`config.mk`:
```
export PLATFORM = sky130hd
export DESIGN_NAME = icw_ocw_control_8259
export DESIGN_NICKNAME = d
export VERILOG_FILES = /design/src/rtl/icw_ocw_control_8259.sv
export SDC_FILE = /design/constraint.sdc
export NUM_CORES = 1
export LEC_CHECK = 0
export ABC_AREA = 1
export CAP_MARGIN = 20
export CORE_ASPECT_RATIO = 1.75
export CORE_UTILIZATION = 55
export DETAILED_ROUTE_END_ITERATION = 8
export DONT_BUFFER_PORTS = 1
export PLACE_DENSITY = 0.8
export SLEW_MARGIN = 10
export SYNTH_ARGS = -nofsm -noshare
export SYNTH_HDL_FRONTEND = slang
export SYNTH_SLANG_ARGS = --single-unit
```
`constraint.sdc`:
```
create_clock -name clock -period 1.35 [get_ports clock]
set_clock_uncertainty 0.15 [all_clocks]
set_input_delay 0.27 -clock clock [delete_from_list [all_inputs] [get_ports clock]]
set_output_delay 0.27 -clock clock [all_outputs]
set_load 0.05 [all_outputs]
```
`src/rtl/icw_ocw_control_8259.sv`:
```
// 8259A command-word register stage: ICW1..ICW4 sequencing, OCW1..OCW3
// storage and one-cycle OCW2/OCW3 command pulses.
module icw_ocw_control_8259 #(
    parameter logic [7:0] MASK_RESET_VALUE = 8'h00
) (
    input  logic       clock,
    input  logic       reset_n,
    input  logic [7:0] internal_data_bus,
    input  logic       write_initial_command_word_1,
    input  logic       write_initial_command_word_2_4,
    input  logic       write_operation_control_word_1,
    input  logic       write_operation_control_word_2,
    input  logic       write_operation_control_word_3,
    output logic       ready,
    output logic       level_triggered,
    output logic       call_interval4,
    output logic       single_mode,
    output logic       icw4_needed,
    output logic [7:0] icw2_vector,
    output logic [7:0] cascade_config,
    output logic       upm_8086,
    output logic       auto_eoi,
    output logic       buffered_master,
    output logic       buffered_mode,
    output logic       special_fully_nested,
    output logic [7:0] interrupt_mask,
    output logic [2:0] ocw2_level,
    output logic       eoi_pulse,
    output logic       specific_eoi_pulse,
    output logic       rotate_eoi_pulse,
    output logic       specific_rotate_pulse,
    output logic       set_priority_pulse,
    output logic       auto_rotate_mode,
    output logic       special_mask_mode,
    output logic       read_isr_select,
    output logic       poll_pulse
);

    typedef enum logic [2:0] {
        WAIT_ICW1 = 3'd0,
        ICW2      = 3'd1,
        ICW3      = 3'd2,
        ICW4      = 3'd3,
        READY     = 3'd4
    } state_t;

    state_t state;
    state_t state_next;

    logic icw1_q;
    logic a0_q;
    logic ocw2_q;
    logic ocw3_q;

    logic a0_strobe;
    logic icw1_ev;
    logic a0_ev;
    logic ocw2_ev;
    logic ocw3_ev;

    // Both A0=1 strobes describe the same bus write, so merge them first.
    assign a0_strobe = write_initial_command_word_2_4 | write_operation_control_word_1;

    assign icw1_ev = write_initial_command_word_1   & ~icw1_q;
    assign a0_ev   = a0_strobe                      & ~a0_q;
    assign ocw2_ev = write_operation_control_word_2 & ~ocw2_q;
    assign ocw3_ev = write_operation_control_word_3 & ~ocw3_q;

    // Strobe history for rising-edge event detection.
    always_ff @(posedge clock or negedge reset_n) begin
        if (!reset_n) begin
            icw1_q <= 1'b0;
            a0_q   <= 1'b0;
            ocw2_q <= 1'b0;
            ocw3_q <= 1'b0;
        end else begin
            icw1_q <= write_initial_command_word_1;
            a0_q   <= a0_strobe;
            ocw2_q <= write_operation_control_word_2;
            ocw3_q <= write_operation_control_word_3;
        end
    end

    // Sequencer state register.
    always_ff @(posedge clock or negedge reset_n) begin
        if (!reset_n) begin
            state <= WAIT_ICW1;
        end else begin
            state <= state_next;
        end
    end

    // Sequencer next state; ICW1 restarts the sequence from anywhere.
    always_comb begin
        state_next = state;
        if (icw1_ev) begin
            state_next = ICW2;
        end else if (a0_ev) begin
            case (state)
                ICW2: begin
                    if (!single_mode)     state_next = ICW3;
                    else if (icw4_needed) state_next = ICW4;
                    else                  state_next = READY;
                end
                ICW3:    state_next = icw4_needed ? ICW4 : READY;
                ICW4:    state_next = READY;
                default: state_next = state;
            endcase
        end
    end

    // Configuration registers and command pulses.
    always_ff @(posedge clock or negedge reset_n) begin
        if (!reset_n) begin
            ready                 <= 1'b0;
            level_triggered       <= 1'b0;
            call_interval4        <= 1'b0;
            single_mode           <= 1'b0;
            icw4_needed           <= 1'b0;
            icw2_vector           <= 8'h00;
            cascade_config        <= 8'h00;
            upm_8086              <= 1'b0;
            auto_eoi              <= 1'b0;
            buffered_master       <= 1'b0;
            buffered_mode         <= 1'b0;
            special_fully_nested  <= 1'b0;
            interrupt_mask        <= MASK_RESET_VALUE;
            ocw2_level            <= 3'd0;
            eoi_pulse             <= 1'b0;
            specific_eoi_pulse    <= 1'b0;
            rotate_eoi_pulse      <= 1'b0;
            specific_rotate_pulse <= 1'b0;
            set_priority_pulse    <= 1'b0;
            auto_rotate_mode      <= 1'b0;
            special_mask_mode     <= 1'b0;
            read_isr_select       <= 1'b0;
            poll_pulse            <= 1'b0;
        end else begin
            eoi_pulse             <= 1'b0;
            specific_eoi_pulse    <= 1'b0;
            rotate_eoi_pulse      <= 1'b0;
            specific_rotate_pulse <= 1'b0;
            set_priority_pulse    <= 1'b0;
            poll_pulse            <= 1'b0;
            ready                 <= (state_next == READY);

            if (icw1_ev) begin
                level_triggered      <= internal_data_bus[3];
                call_interval4       <= internal_data_bus[2];
                single_mode          <= internal_data_bus[1];
                icw4_needed          <= internal_data_bus[0];
                interrupt_mask       <= MASK_RESET_VALUE;
                upm_8086             <= 1'b0;
                auto_eoi             <= 1'b0;
                buffered_master      <= 1'b0;
                buffered_mode        <= 1'b0;
                special_fully_nested <= 1'b0;
                special_mask_mode    <= 1'b0;
                read_isr_select      <= 1'b0;
                auto_rotate_mode     <= 1'b0;
            end else begin
                if (a0_ev) begin
                    case (state)
                        ICW2:  icw2_vector    <= internal_data_bus;
                        ICW3:  cascade_config <= internal_data_bus;
                        ICW4: begin
                            upm_8086             <= internal_data_bus[0];
                            auto_eoi             <= internal_data_bus[1];
                            buffered_master      <= internal_data_bus[2];
                            buffered_mode        <= internal_data_bus[3];
                            special_fully_nested <= internal_data_bus[4];
                        end
                        READY: interrupt_mask <= internal_data_bus;
                        default: ;
                    endcase
                end

                if (ocw2_ev && (state == READY)) begin
                    ocw2_level <= internal_data_bus[2:0];
                    case (internal_data_bus[7:5])
                        3'b001:  eoi_pulse             <= 1'b1;
                        3'b011:  specific_eoi_pulse    <= 1'b1;
                        3'b101:  rotate_eoi_pulse      <= 1'b1;
                        3'b111:  specific_rotate_pulse <= 1'b1;
                        3'b110:  set_priority_pulse    <= 1'b1;
                        3'b100:  auto_rotate_mode      <= 1'b1;
                        3'b000:  auto_rotate_mode      <= 1'b0;
                        default: ;
                    endcase
                end

                if (ocw3_ev && (state == READY)) begin
                    if (internal_data_bus[6]) special_mask_mode <= internal_data_bus[5];
                    if (internal_data_bus[2]) poll_pulse        <= 1'b1;
                    if (internal_data_bus[1]) read_isr_select   <= internal_data_bus[0];
                end
            end
        end
    end

endmodule

```
==> PnR_summary.wiki, run 1 <==
{| class="wikitable"
! Metric !! Value
|-
| Placed Instance Area || 2370 sq um
|-
| Part of the Yosys area used for sequential elements || 63.0%
|-
| Clock tree from TritonCTS || done
|-
| Placed wire-length estimate after detailed placement || 3470 um
|-
| Clk slew on worst S/H paths || 0.10 ns
|-
| Power density over cell area || 1720 nW/um^2
|-
| Antenna fix cells || 0
|-
| Die height || about 84 um
|-
| Sink count of the clock tree || between 50 and 60
|-
| Critical-path cell list || nor2_4 -> nand2_4 -> nor3_4 -> nand2_2 -> nand2_1 -> o21ai_1
|-
| Violated checks || negative hold slack, negative setup slack
|-
| Source of the worst register-to-register timing path || state[0]
|-
| Count of maximum capacitance violations || 0
|-
| Worst setup slack for register-to-register paths || -0.17 ns
|-
| Aggregate routed wire length || around 6400 um
|-
| Peak Freq || 658 MHz
|-
| Max-slew violations || 0
|-
| Number of placed instances, taps included || 282
|-
| Floorplan die area || 4090 sq um
|-
| Routability congestion estimate from global placement || 0.960
|-
| Hold/Removal Path Class || input port to asynchronous set/reset pin
|-
| Pin count of the biggest net entering global routing || 54
|-
| Number of warning messages in the yosys log || 0
|-
| Total power after layout || between 5 and 6 mW
|-
| Via count of the first global-routing pass || around 1800
|-
| Final std cell area, no fill || 3000 sq um
|-
| Most common cell after layout, fill and taps aside || sky130_fd_sc_hd__dfrtp_2
|-
| Leftover overflow at the end of global routing || 0
|-
| Layout cell share with drive strength beyond 1 || 54.7%
|-
| DRT antenna net count || 0
|-
| Via total after detailed routing || 1818
|-
| I/O Buffers || 0
|-
| Number of standard cells after synthesis || 213
|-
| Routed via count divided by cell count || between 5 and 6
|-
| Non-filler cells in the finished layout || 311
|-
| Result of the run || finished with violations
|-
| Global-route wire length before repair || 8820 um
|-
| Worst endpoint data arrival time || 1.55 ns
|-
| Critical path's slowest cell || sky130_fd_sc_hd__dfrtp_1
|-
| Count of distinct cell types in the synthesized netlist || 25
|-
| Total count of hold-check failures in the final report || 53
|-
| Io pins || 61
|-
| RSZ-0062 raised after global routing || yes
|-
| Root buf cell || sky130_fd_sc_hd__clkbuf_8
|-
| Data required, critical path || 1.39 ns
|-
| Net count after synthesis || 228
|-
| Slew at the pin with the worst max-slew slack || 0.325 ns
|-
| Number of rows in the core area || 29
|-
| Synthesis-to-layout area growth || 42.6%
|-
| Placeable core region || between 3000 and 4000 sq um
|-
| Highest ir drop seen on vdd || just under 2 mV
|-
| Final Util || 82.8%
|-
| Pre-antenna DRT Iters || 4
|-
| Global routing usage summed across all routing layers || 28.9%
|-
| Crit path buffers/inverters || 0
|-
| Number of buffers added by the clock tree synthesis step || 5
|-
| Initial Util || roughly three fifths
|-
| Count of routing violations after the opening detailed-route iteration || 93
|-
| Terminus of the critical flop-to-flop path || ocw2_level[0]
|-
| Part of the cycle the worst path needs || 113%
|-
| Worst reg2reg path depth || 6
|-
| Post-Syn Area || 2110 sq um
|-
| Headroom to the max-slew limit || 78.3%
|-
| Highest fanout seen on the critical path || 7
|-
| Worst hold-check slack || -0.507 ns
|-
| Category of the worst setup path launch point || flop
|-
| Top cells by area, synth || sky130_fd_sc_hd__dfrtp_1 (63%), sky130_fd_sc_hd__nand2_1 (7.0%), sky130_fd_sc_hd__inv_1 (5.7%)
|-
| Biggest area consumer among synthesized cells || sky130_fd_sc_hd__dfrtp_1
|-
| Crit path max-delay family || simple AND/OR/NAND/NOR gates
|-
| Number of buffers on the longest clock path || 2
|-
| Post-Syn Area per Cell || ~9.9 sq um
|-
| Worst setup EP type || flop
|-
| Number of antenna violations at the first check in global routing || 0
|-
| P_leak || 1.36 nW
|-
| CTS H-Tree Depth || 2
|-
| Period minus WS final || 1.52 ns
|-
| Final setup violation count || between 40 and 50
|-
| Commonest cells after routing, fill and taps aside || sky130_fd_sc_hd__dfrtp_2 (41), sky130_fd_sc_hd__inv_1 (28), sky130_fd_sc_hd__nand2_1 (25), sky130_fd_sc_hd__o21ai_1 (25), sky130_fd_sc_hd__buf_4 (22)
|-
| Net count reported at finish || 279
|-
| Setup Crit Path Kind || flop to flop
|-
| Flops & latches, synth || 53
|-
| Remaining design rule violation count || 0
|-
| Pre-CTS worst setup slack || -0.117 ns
|-
| Clk_lat worst skew || 0.31 ns
|-
| Fraction of post-synthesis cell area in the top cell type by area || 63.0%
|-
| Final WS setup || -0.169 ns
|-
| Routed length per instance || 20.5 um
|-
| Crit-path max cell delay || 0.45 ns
|-
| X dimension of the die || 48.8 um
|}
==> stage by stage <==
step,setup TNS [ns],hold WS (ns)
after floorplan,-0.0476,-0.176
after global placement,-2.22,-0.175
after detailed placement,-2.70,-0.175
after CTS,-1.72,-0.519
after global routing,-7.54,-0.529
final,-4.66,-0.507
==> state kept, by name, summed over array words and instances (netlist names), 3 cells and up <==
signal and count:
state 3, interrupt_mask 8, ocw2_level 3, icw2_vector 8, cascade_config 8
==> worst reg2reg max path: stages, from the launching register on <==
cell and delay [ns]:
sky130_fd_sc_hd__dfrtp_1 0.45, sky130_fd_sc_hd__nor2_4 0.19, sky130_fd_sc_hd__nand2_4 0.10, sky130_fd_sc_hd__nor3_4 0.18, sky130_fd_sc_hd__nand2_2 0.15, sky130_fd_sc_hd__nand2_1 0.10
sky130_fd_sc_hd__o21ai_1 0.08
==> cells by family after synthesis <==
kind of cell | synth area share, %
buffers and inverters | 7.01
AO/OA/AOI/OAI | 11.2
flip-flops | 63.0
AND/OR/NAND/NOR | 18.8
==> cells in the mapped netlist <==
| master | n |
|---|---|
| sky130_fd_sc_hd__clkbuf_1 | 1 |
| sky130_fd_sc_hd__buf_2 | 1 |
| sky130_fd_sc_hd__o31ai_1 | 1 |
| sky130_fd_sc_hd__dfrtp_1 | 53 |
| sky130_fd_sc_hd__o21ai_2 | 1 |
| sky130_fd_sc_hd__nand2_2 | 2 |
| sky130_fd_sc_hd__nor3_1 | 4 |
| sky130_fd_sc_hd__a21oi_1 | 2 |
| sky130_fd_sc_hd__nand3b_1 | 1 |
| sky130_fd_sc_hd__inv_1 | 32 |
| sky130_fd_sc_hd__o21ai_0 | 16 |
| sky130_fd_sc_hd__nor2_1 | 9 |
| sky130_fd_sc_hd__o22ai_1 | 8 |
| sky130_fd_sc_hd__nor2_4 | 3 |
| sky130_fd_sc_hd__nand3_1 | 14 |
| sky130_fd_sc_hd__nor4_1 | 1 |
| sky130_fd_sc_hd__nor2_2 | 1 |
| sky130_fd_sc_hd__nor4_2 | 1 |
| sky130_fd_sc_hd__nor3_4 | 1 |
| sky130_fd_sc_hd__o21ai_1 | 16 |
| sky130_fd_sc_hd__nor3_2 | 1 |
| sky130_fd_sc_hd__buf_4 | 2 |
| sky130_fd_sc_hd__nand2_1 | 39 |
| sky130_fd_sc_hd__inv_2 | 1 |
| sky130_fd_sc_hd__nand3_2 | 2 |
==> final cells by class <==
type                            instances  area, sq um
Clock inverter                          3         26.3
Sequential cell                        53         1380
Multi-Input combinational cell        123          826
Clock buffer                            5         68.8
Timing Repair Buffer                   48          517
Inverter                               33          130
Tap cell                               46         57.6
Fill cell                             173          626
==> power by group <==
part | internal, mW | switching, mW | leakage [nW]
clock network | 0.378 | 0.552 | 0.0423
registers | 1.94 | 1.27 | 0.637
logic | 0.448 | 0.563 | 0.676
total | 2.77 | 2.39 | 1.36
==> layer usage <==
| layer | part of all wire (%) | vias up | routed length, um | global-route usage (%) |
|---|---|---|---|---|
| li1 | - | 794 | - | - |
| met1 | 35 | 925 | 2230 | 32.6 |
| met2 | 56 | 84 | 3580 | 50.5 |
| met3 | 6.5 | 15 | 415 | 7.10 |
| met4 | 2.4 | 0 | 150 | 12.6 |
| met5 | 0 | - | 0 | 0 |
==> timing repair <==
item	CTS	global route
setup buffers	5	5
setup endpoints to repair	81	58
hold endpoints to repair	64	54
hold buffers	7	1
pin swaps	6	6
cloned	1	2
gates resized for setup	64	54
==> worst max path at each step <==
stage,start,to,slack [ns],cells after the start
2_1_floorplan,a0_q,icw2_vector[5],-0.02,7
3_3_place_gp,state[1],ocw2_level[1],-0.1,6
3_5_place_dp,state[1],special_mask_mode,-0.12,7
4_1_cts,a0_q,cascade_config[0],-0.06,7
5_1_grt,state[0],ocw2_level[2],-0.22,6
6_report,state[0],ocw2_level[0],-0.17,6
Power figures use the tool's default switching activity.
==> inputs of run 2 (changes only) <==
--- a/config.mk
+++ b/config.mk
@@ -7,7 +7,7 @@
 export LEC_CHECK = 0
 export ABC_AREA = 1
 export CAP_MARGIN = 20
-export CORE_ASPECT_RATIO = 1.75
+export CORE_ASPECT_RATIO = 1.4
 export CORE_UTILIZATION = 55
 export DETAILED_ROUTE_END_ITERATION = 8
 export DONT_BUFFER_PORTS = 1
==> PnR_summary.wiki, run 2 (synthesis results as in run 1) <==
{| class="wikitable"
! Metric !! Value
|-
| Result of the run || finished with violations (unchanged)
|-
| Violated checks || negative hold slack, negative setup slack (unchanged)
|-
| Slew at the pin with the worst max-slew slack || 0.543 ns (was 0.325 ns)
|-
| P_leak || 1.37 nW (was 1.36 nW)
|-
| Routability congestion estimate from global placement || 0.901 (was 0.960)
|-
| Number of antenna violations at the first check in global routing || 0 (unchanged)
|-
| Highest fanout seen on the critical path || 3 (was 7)
|-
| Count of routing violations after the opening detailed-route iteration || 96 (was 93)
|-
| Synthesis-to-layout area growth || 43.0% (was 42.6%)
|-
| Commonest cells after routing, fill and taps aside || sky130_fd_sc_hd__dfrtp_2 (30), sky130_fd_sc_hd__inv_1 (27), sky130_fd_sc_hd__buf_4 (25) (was sky130_fd_sc_hd__dfrtp_2 (41), sky130_fd_sc_hd__inv_1 (28), sky130_fd_sc_hd__nand2_1 (25), sky130_fd_sc_hd__o21ai_1 (25), sky130_fd_sc_hd__buf_4 (22))
|-
| Multi-input combinational cell area || 906 sq um (was 826 sq um)
|-
| Io pins || 61 (unchanged)
|-
| Final setup violation count || 56 (was 47)
|-
| Clk slew on worst S/H paths || 0.10 ns (about the same)
|-
| CTS H-Tree Depth || 2 (unchanged)
|-
| Source of the worst register-to-register timing path || state[1] (was state[0])
|-
| Peak Freq || 642 MHz (was 658 MHz)
|-
| Aggregate routed wire length || 6370 um (was 6380 um)
|-
| Net count reported at finish || 276 (was 279)
|-
| Data required, critical path || 1.41 ns (was 1.39 ns)
|-
| Most common cell after layout, fill and taps aside || sky130_fd_sc_hd__dfrtp_2 (unchanged)
|-
| Via total after detailed routing || 1801 (was 1818)
|-
| Headroom to the max-slew limit || 63.8% (was 78.3%)
|-
| Setup crit start || state[1] (was state[0])
|-
| Sequential cell area in the final layout || 1360 sq um (was 1380 sq um)
|-
| Met3 capacity usage during global routing || 9.90% (was 7.10%)
|-
| Floorplan die area || 4080 sq um (was 4090 sq um)
|-
| I/O Buffers || 0 (unchanged)
|-
| Antenna fix cells || 0 (unchanged)
|-
| Sink count of the clock tree || 53 (unchanged)
|-
| Placeable core region || 3640 sq um (was 3630 sq um)
|-
| Global-route wire length before repair || 7690 um (was 8820 um)
|-
| Worst hold-check slack || -0.513 ns (was -0.507 ns)
|-
| Global-route track usage on met2 || 45.9% (was 50.5%)
|-
| Power density over cell area || 1730 nW/um^2 (was 1720 nW/um^2)
|-
| Via count of the first global-routing pass || 1566 (was 1781)
|-
| Clock tree from TritonCTS || done (unchanged)
|-
| Leftover overflow at the end of global routing || 0 (unchanged)
|-
| Final Util || 82.6% (was 82.8%)
|-
| Routed length per instance || 20.9 um (was 20.5 um)
|-
| Global routing usage summed across all routing layers || 27.8% (was 28.9%)
|-
| Layer with the highest usage || met2 (unchanged)
|-
| Total count of hold-check failures in the final report || 53 (unchanged)
|-
| Largest registers || cascade_config (8), icw2_vector (8), interrupt_mask (8) (unchanged)
|-
| Clk_lat worst skew || 0.31 ns (about the same)
|-
| Fillers || 187 (was 173)
|-
| X dimension of the die || 54.3 um (was 48.8 um)
|-
| Number of buffers added by the clock tree synthesis step || 5 (unchanged)
|-
| Initial Util || 57.8% (was 58.0%)
|-
| Worst endpoint data arrival time || 1.61 ns (was 1.55 ns)
|-
| Layout cell share with drive strength beyond 1 || 51.9% (was 54.7%)
|-
| Hold/Removal Path Class || input port to asynchronous set/reset pin (unchanged)
|-
| Worst setup EP type || flop (unchanged)
|-
| Count of maximum capacitance violations || 0 (unchanged)
|-
| Setup Crit Path Kind || flop to flop (unchanged)
|-
| Max-slew violations || 0 (unchanged)
|-
| Die height || 75.2 um (was 83.9 um)
|-
| Number of rows in the core area || 26 (was 29)
|-
| Root buf cell || sky130_fd_sc_hd__clkbuf_8 (unchanged)
|-
| Remaining design rule violation count || 0 (unchanged)
|-
| Placed wire-length estimate after detailed placement || 3340 um (was 3470 um)
|-
| Number of buffers on the longest clock path || 2 (unchanged)
|-
| Part of the cycle the worst path needs || 115% (was 113%)
|-
| RSZ-0062 raised after global routing || yes (unchanged)
|-
| Pin count of the biggest net entering global routing || 54 (unchanged)
|-
| Final WS setup || -0.207 ns (was -0.169 ns)
|-
| DRT antenna net count || 0 (unchanged)
|-
| Pre-antenna DRT Iters || 4 (unchanged)
|-
| Highest ir drop seen on vdd || 2.27 mV (was 1.93 mV)
|-
| Routed via count divided by cell count || 5.92 (was 5.85)
|-
| Period minus WS final || 1.56 ns (was 1.52 ns)
|-
| Met1 track utilization from global routing || 31.5% (was 32.6%)
|-
| Pre-CTS worst setup slack || -0.176 ns (was -0.117 ns)
|-
| Category of the worst setup path launch point || flop (unchanged)
|}
[run 2: through the flow]
stage	instances	area, sq um	hold WS, ns	setup TNS, ns	total power [mW]
3_3_place_gp	274	2350	-0.174	-0.850	3.74
5_1_grt	304	3010	-0.530	-8.95	5.40
3_5_place_dp	274	2350	-0.175	-2.91	3.78
6_report	304	3010	-0.513	-6.44	5.20
4_1_cts	291	2610	-0.516	-2.67	4.79
2_1_floorplan	213	2110	-0.176	-0.0476	3.51
[run 2: layer usage]
metal | vias up | share of wire, %
li1 | 789 | -
met1 | 882 | 35
met2 | 109 | 53
met3 | 21 | 8.1
met4 | 0 | 3.9
met5 | - | 0
[run 2: what timing repair did]
item | CTS | global route
pin swaps | 2 | 11
hold endpoints to repair | 64 | 54
setup endpoints to repair | 83 | 60
buffers inserted | 1 | 10
gates cloned | 0 | 2
gates resized for setup | 44 | 75
hold buffers | 8 | 1
[run 2: power breakdown]
group	total, mW	switching, mW	internal [mW]
clock	0.942	0.526	0.416
sequential	3.20	1.29	1.92
combinational	1.06	0.574	0.484
total	5.20	2.39	2.82
[run 2: worst paths after layout]
path	to	slack, ns	cells past startpoint
setup / recovery	auto_rotate_mode	-0.21	6
hold / removal	interrupt_mask[6]	-0.51	0
setup reg to reg	auto_rotate_mode	-0.21	6
hold reg to reg	single_mode	0.42	2
max in group asynchronous	cascade_config[6]	1.46	0
min in group clock	special_fully_nested	0.04	2
[run 2: final cells by class]
cell class | count | area share, %
Multi-Input combinational cell | 123 | 30.1
Sequential cell | 53 | 45.3
Clock inverter | 2 | 0.457
Clock buffer | 6 | 2.74
Tap cell | 42 | 1.75
Inverter | 33 | 4.53
Timing Repair Buffer | 45 | 15.1
[run 2: worst max-delay path, stage by stage (launching register included)]
cell                      delay (ns)
sky130_fd_sc_hd__dfrtp_1        0.43
sky130_fd_sc_hd__nor2_2         0.18
sky130_fd_sc_hd__nand2_2        0.13
sky130_fd_sc_hd__nor3_4         0.23
sky130_fd_sc_hd__nand3_1        0.16
sky130_fd_sc_hd__nand3_1        0.11
sky130_fd_sc_hd__o21ai_1        0.07
==> inputs of run 3 (changes only) <==
--- a/config.mk
+++ b/config.mk
@@ -12,6 +12,7 @@
 export DETAILED_ROUTE_END_ITERATION = 8
 export DONT_BUFFER_PORTS = 1
 export PLACE_DENSITY = 0.8
+export REMOVE_ABC_BUFFERS = 1
 export SLEW_MARGIN = 10
 export SYNTH_ARGS = -nofsm -noshare
 export SYNTH_HDL_FRONTEND = slang
==> PnR_summary.wiki, run 3 (synthesis results as in run 1) <==
{| class="wikitable"
! Metric !! Value
|-
| Initial Util || 57.8% (unchanged)
|-
| Worst hold-check slack || -0.512 ns (was -0.513 ns)
|-
| Floorplan die area || 4080 sq um (unchanged)
|-
| Net count reported at finish || 269 (was 276)
|-
| Placed wire-length estimate after detailed placement || 3270 um (was 3340 um)
|-
| Setup Crit Path Kind || flop to flop (unchanged)
|-
| Hold/Removal Path Class || input port to asynchronous set/reset pin (unchanged)
|-
| Number of rows in the core area || 26 (unchanged)
|-
| Clock tree from TritonCTS || done (unchanged)
|-
| Commonest cells after routing, fill and taps aside || sky130_fd_sc_hd__dfrtp_2 (39), sky130_fd_sc_hd__inv_1 (26), sky130_fd_sc_hd__nand2_1 (25) (was sky130_fd_sc_hd__dfrtp_2 (30), sky130_fd_sc_hd__inv_1 (27), sky130_fd_sc_hd__buf_4 (25))
|-
| Part of the cycle the worst path needs || 112% (was 115%)
|-
| Period minus WS final || 1.51 ns (was 1.56 ns)
|-
| Worst reg2reg path depth || 7 (was 6)
|-
| Routed length per instance || 18.5 um (was 20.9 um)
|-
| Peak Freq || 661 MHz (was 642 MHz)
|-
| X dimension of the die || 54.3 um (unchanged)
|-
| Number of buffers on the longest clock path || 2 (unchanged)
|-
| Count of maximum capacitance violations || 0 (unchanged)
|-
| Worst endpoint data arrival time || 1.58 ns (was 1.61 ns)
|-
| RSZ-0062 raised after global routing || yes (unchanged)
|-
| Die height || 75.2 um (unchanged)
|-
| Highest fanout seen on the critical path || 6 (was 3)
|-
| Worst setup slack for register-to-register paths || -0.16 ns (was -0.21 ns)
|-
| Antenna fix cells || 0 (unchanged)
|-
| Data required, critical path || 1.42 ns (was 1.41 ns)
|-
| Leftover overflow at the end of global routing || 0 (unchanged)
|-
| Category of the worst setup path launch point || flop (unchanged)
|-
| Terminus of the critical flop-to-flop path || ready (was auto_rotate_mode)
|-
| Headroom to the max-slew limit || 78.2% (was 63.8%)
|-
| Synthesis-to-layout area growth || 34.2% (was 43.0%)
|-
| Source of the worst register-to-register timing path || state[0] (was state[1])
|-
| Total count of hold-check failures in the final report || 53 (unchanged)
|-
| Clk slew on worst S/H paths || 0.10 ns (about the same)
|-
| Via total after detailed routing || 1734 (was 1801)
|-
| Aggregate routed wire length || 5490 um (was 6370 um)
|-
| Final std cell area, no fill || 2830 sq um (was 3010 sq um)
|-
| Routability congestion estimate from global placement || 0.945 (was 0.901)
|-
| Placed Instance Area || 2350 sq um (unchanged)
|-
| Number of antenna violations at the first check in global routing || 0 (unchanged)
|-
| DRT antenna net count || 0 (unchanged)
|-
| Setup crit start || state[0] (was state[1])
|-
| Number of buffers added by the clock tree synthesis step || 5 (unchanged)
|-
| Io pins || 61 (unchanged)
|-
| P_leak || 1.28 nW (was 1.37 nW)
|-
| I/O Buffers || 0 (unchanged)
|-
| Root buf cell || sky130_fd_sc_hd__clkbuf_8 (unchanged)
|-
| Routed via count divided by cell count || 5.84 (was 5.92)
|-
| Worst setup EP type || flop (unchanged)
|-
| Sink count of the clock tree || 53 (unchanged)
|-
| Slew at the pin with the worst max-slew slack || 0.326 ns (was 0.543 ns)
|-
| Violated checks || negative hold slack, negative setup slack (unchanged)
|-
| Count of routing violations after the opening detailed-route iteration || 79 (was 96)
|-
| Clk_lat worst skew || 0.31 ns (about the same)
|-
| Result of the run || finished with violations (unchanged)
|-
| # hold bufs at CTS || 8 (unchanged)
|-
| Max-slew violations || 0 (unchanged)
|-
| Placeable core region || 3640 sq um (unchanged)
|-
| CTS H-Tree Depth || 2 (unchanged)
|-
| Final Util || 77.5% (was 82.6%)
|-
| Most common cell after layout, fill and taps aside || sky130_fd_sc_hd__dfrtp_2 (unchanged)
|-
| Pre-antenna DRT Iters || 5 (was 4)
|-
| Remaining design rule violation count || 0 (unchanged)
|-
| Global-route wire length before repair || 7890 um (was 7690 um)
|-
| Pin count of the biggest net entering global routing || 54 (unchanged)
|-
| Global routing usage summed across all routing layers || 28.0% (was 27.8%)
|-
| Final WS setup || -0.163 ns (was -0.207 ns)
|-
| Final setup violation count || 43 (was 56)
|-
| Power density over cell area || 1780 nW/um^2 (was 1730 nW/um^2)
|-
| Total power after layout || 5.02 mW (was 5.20 mW)
|-
| Highest ir drop seen on vdd || 1.57 mV (was 2.27 mV)
|-
| Via count of the first global-routing pass || 1665 (was 1566)
|-
| Layout cell share with drive strength beyond 1 || 52.2% (was 51.9%)
|-
| Fillers || 227 (was 187)
|-
| Largest registers || cascade_config (8), icw2_vector (8), interrupt_mask (8) (unchanged)
|}
run 3: changes by cell type in the layout (fill, tap and decap cells not counted), moves of 4 or more:
cell                      change
sky130_fd_sc_hd__nand3_4      -4
sky130_fd_sc_hd__o22ai_1      -6
sky130_fd_sc_hd__dfrtp_2      +9
sky130_fd_sc_hd__o22ai_2      +6
sky130_fd_sc_hd__nand2_4      -5
sky130_fd_sc_hd__dfrtp_1      -9
sky130_fd_sc_hd__buf_4        -5
sky130_fd_sc_hd__nand2_1      +6
run 3: layer usage:
layer,global-route usage (%),part of all wire (%)
met1,32.3,36
met2,46.9,55
met3,9.09,6.3
met4,11.7,2.6
met5,0,0
run 3: worst max path at each step:
stage	to	cells after the start
2_1_floorplan	ready	7
5_1_grt	ocw2_level[2]	6
4_1_cts	ready	8
3_3_place_gp	icw2_vector[5]	6
3_5_place_dp	auto_eoi	6
6_report	ready	7
run 3: stage by stage:
| stage | cells | setup TNS, ns | setup WS, ns |
|---|---|---|---|
| finish | 297 | -2.81 | -0.163 |
| global route | 297 | -5.70 | -0.187 |
| CTS | 294 | -0.820 | -0.0578 |
| detailed placement | 276 | -1.68 | -0.107 |
| global placement | 276 | -0.894 | -0.0722 |
| floorplan | 209 | -1.39 | -0.160 |
run 3: final cells by class:
type                       instances  area [sq um]  share of cell area, %
tap                               42          52.6                   1.86
clock buffer                       5          68.8                   2.44
sequential                        53          1380                   48.7
multi-input combinational        123           813                   28.8
timing repair buffer              38           360                   12.8
inverter                          33           129                   4.56
clock inverter                     3          26.3                  0.930
run 3: repair_timing:
action,CTS,global route
pin swaps,5,8
hold endpoints to repair,64,53
setup buffers,2,3
gates resized for setup,74,34
endpoints found under the setup margin,81,47
run 3: power breakdown:
group,switching (mW),total [mW],internal (mW)
clock,0.553,0.931,0.378
sequential,1.19,3.13,1.94
combinational,0.560,0.962,0.402
total,2.30,5.02,2.72
run 3: worst max-delay path: stages (launching register included):
cell                      delay, ns
sky130_fd_sc_hd__dfrtp_1       0.43
sky130_fd_sc_hd__buf_4         0.18
sky130_fd_sc_hd__o21ai_0       0.16
sky130_fd_sc_hd__o21ai_0       0.11
sky130_fd_sc_hd__nand2_1       0.11
sky130_fd_sc_hd__nand3_1       0.14
sky130_fd_sc_hd__nand2_2       0.10
sky130_fd_sc_hd__nor2_2        0.03
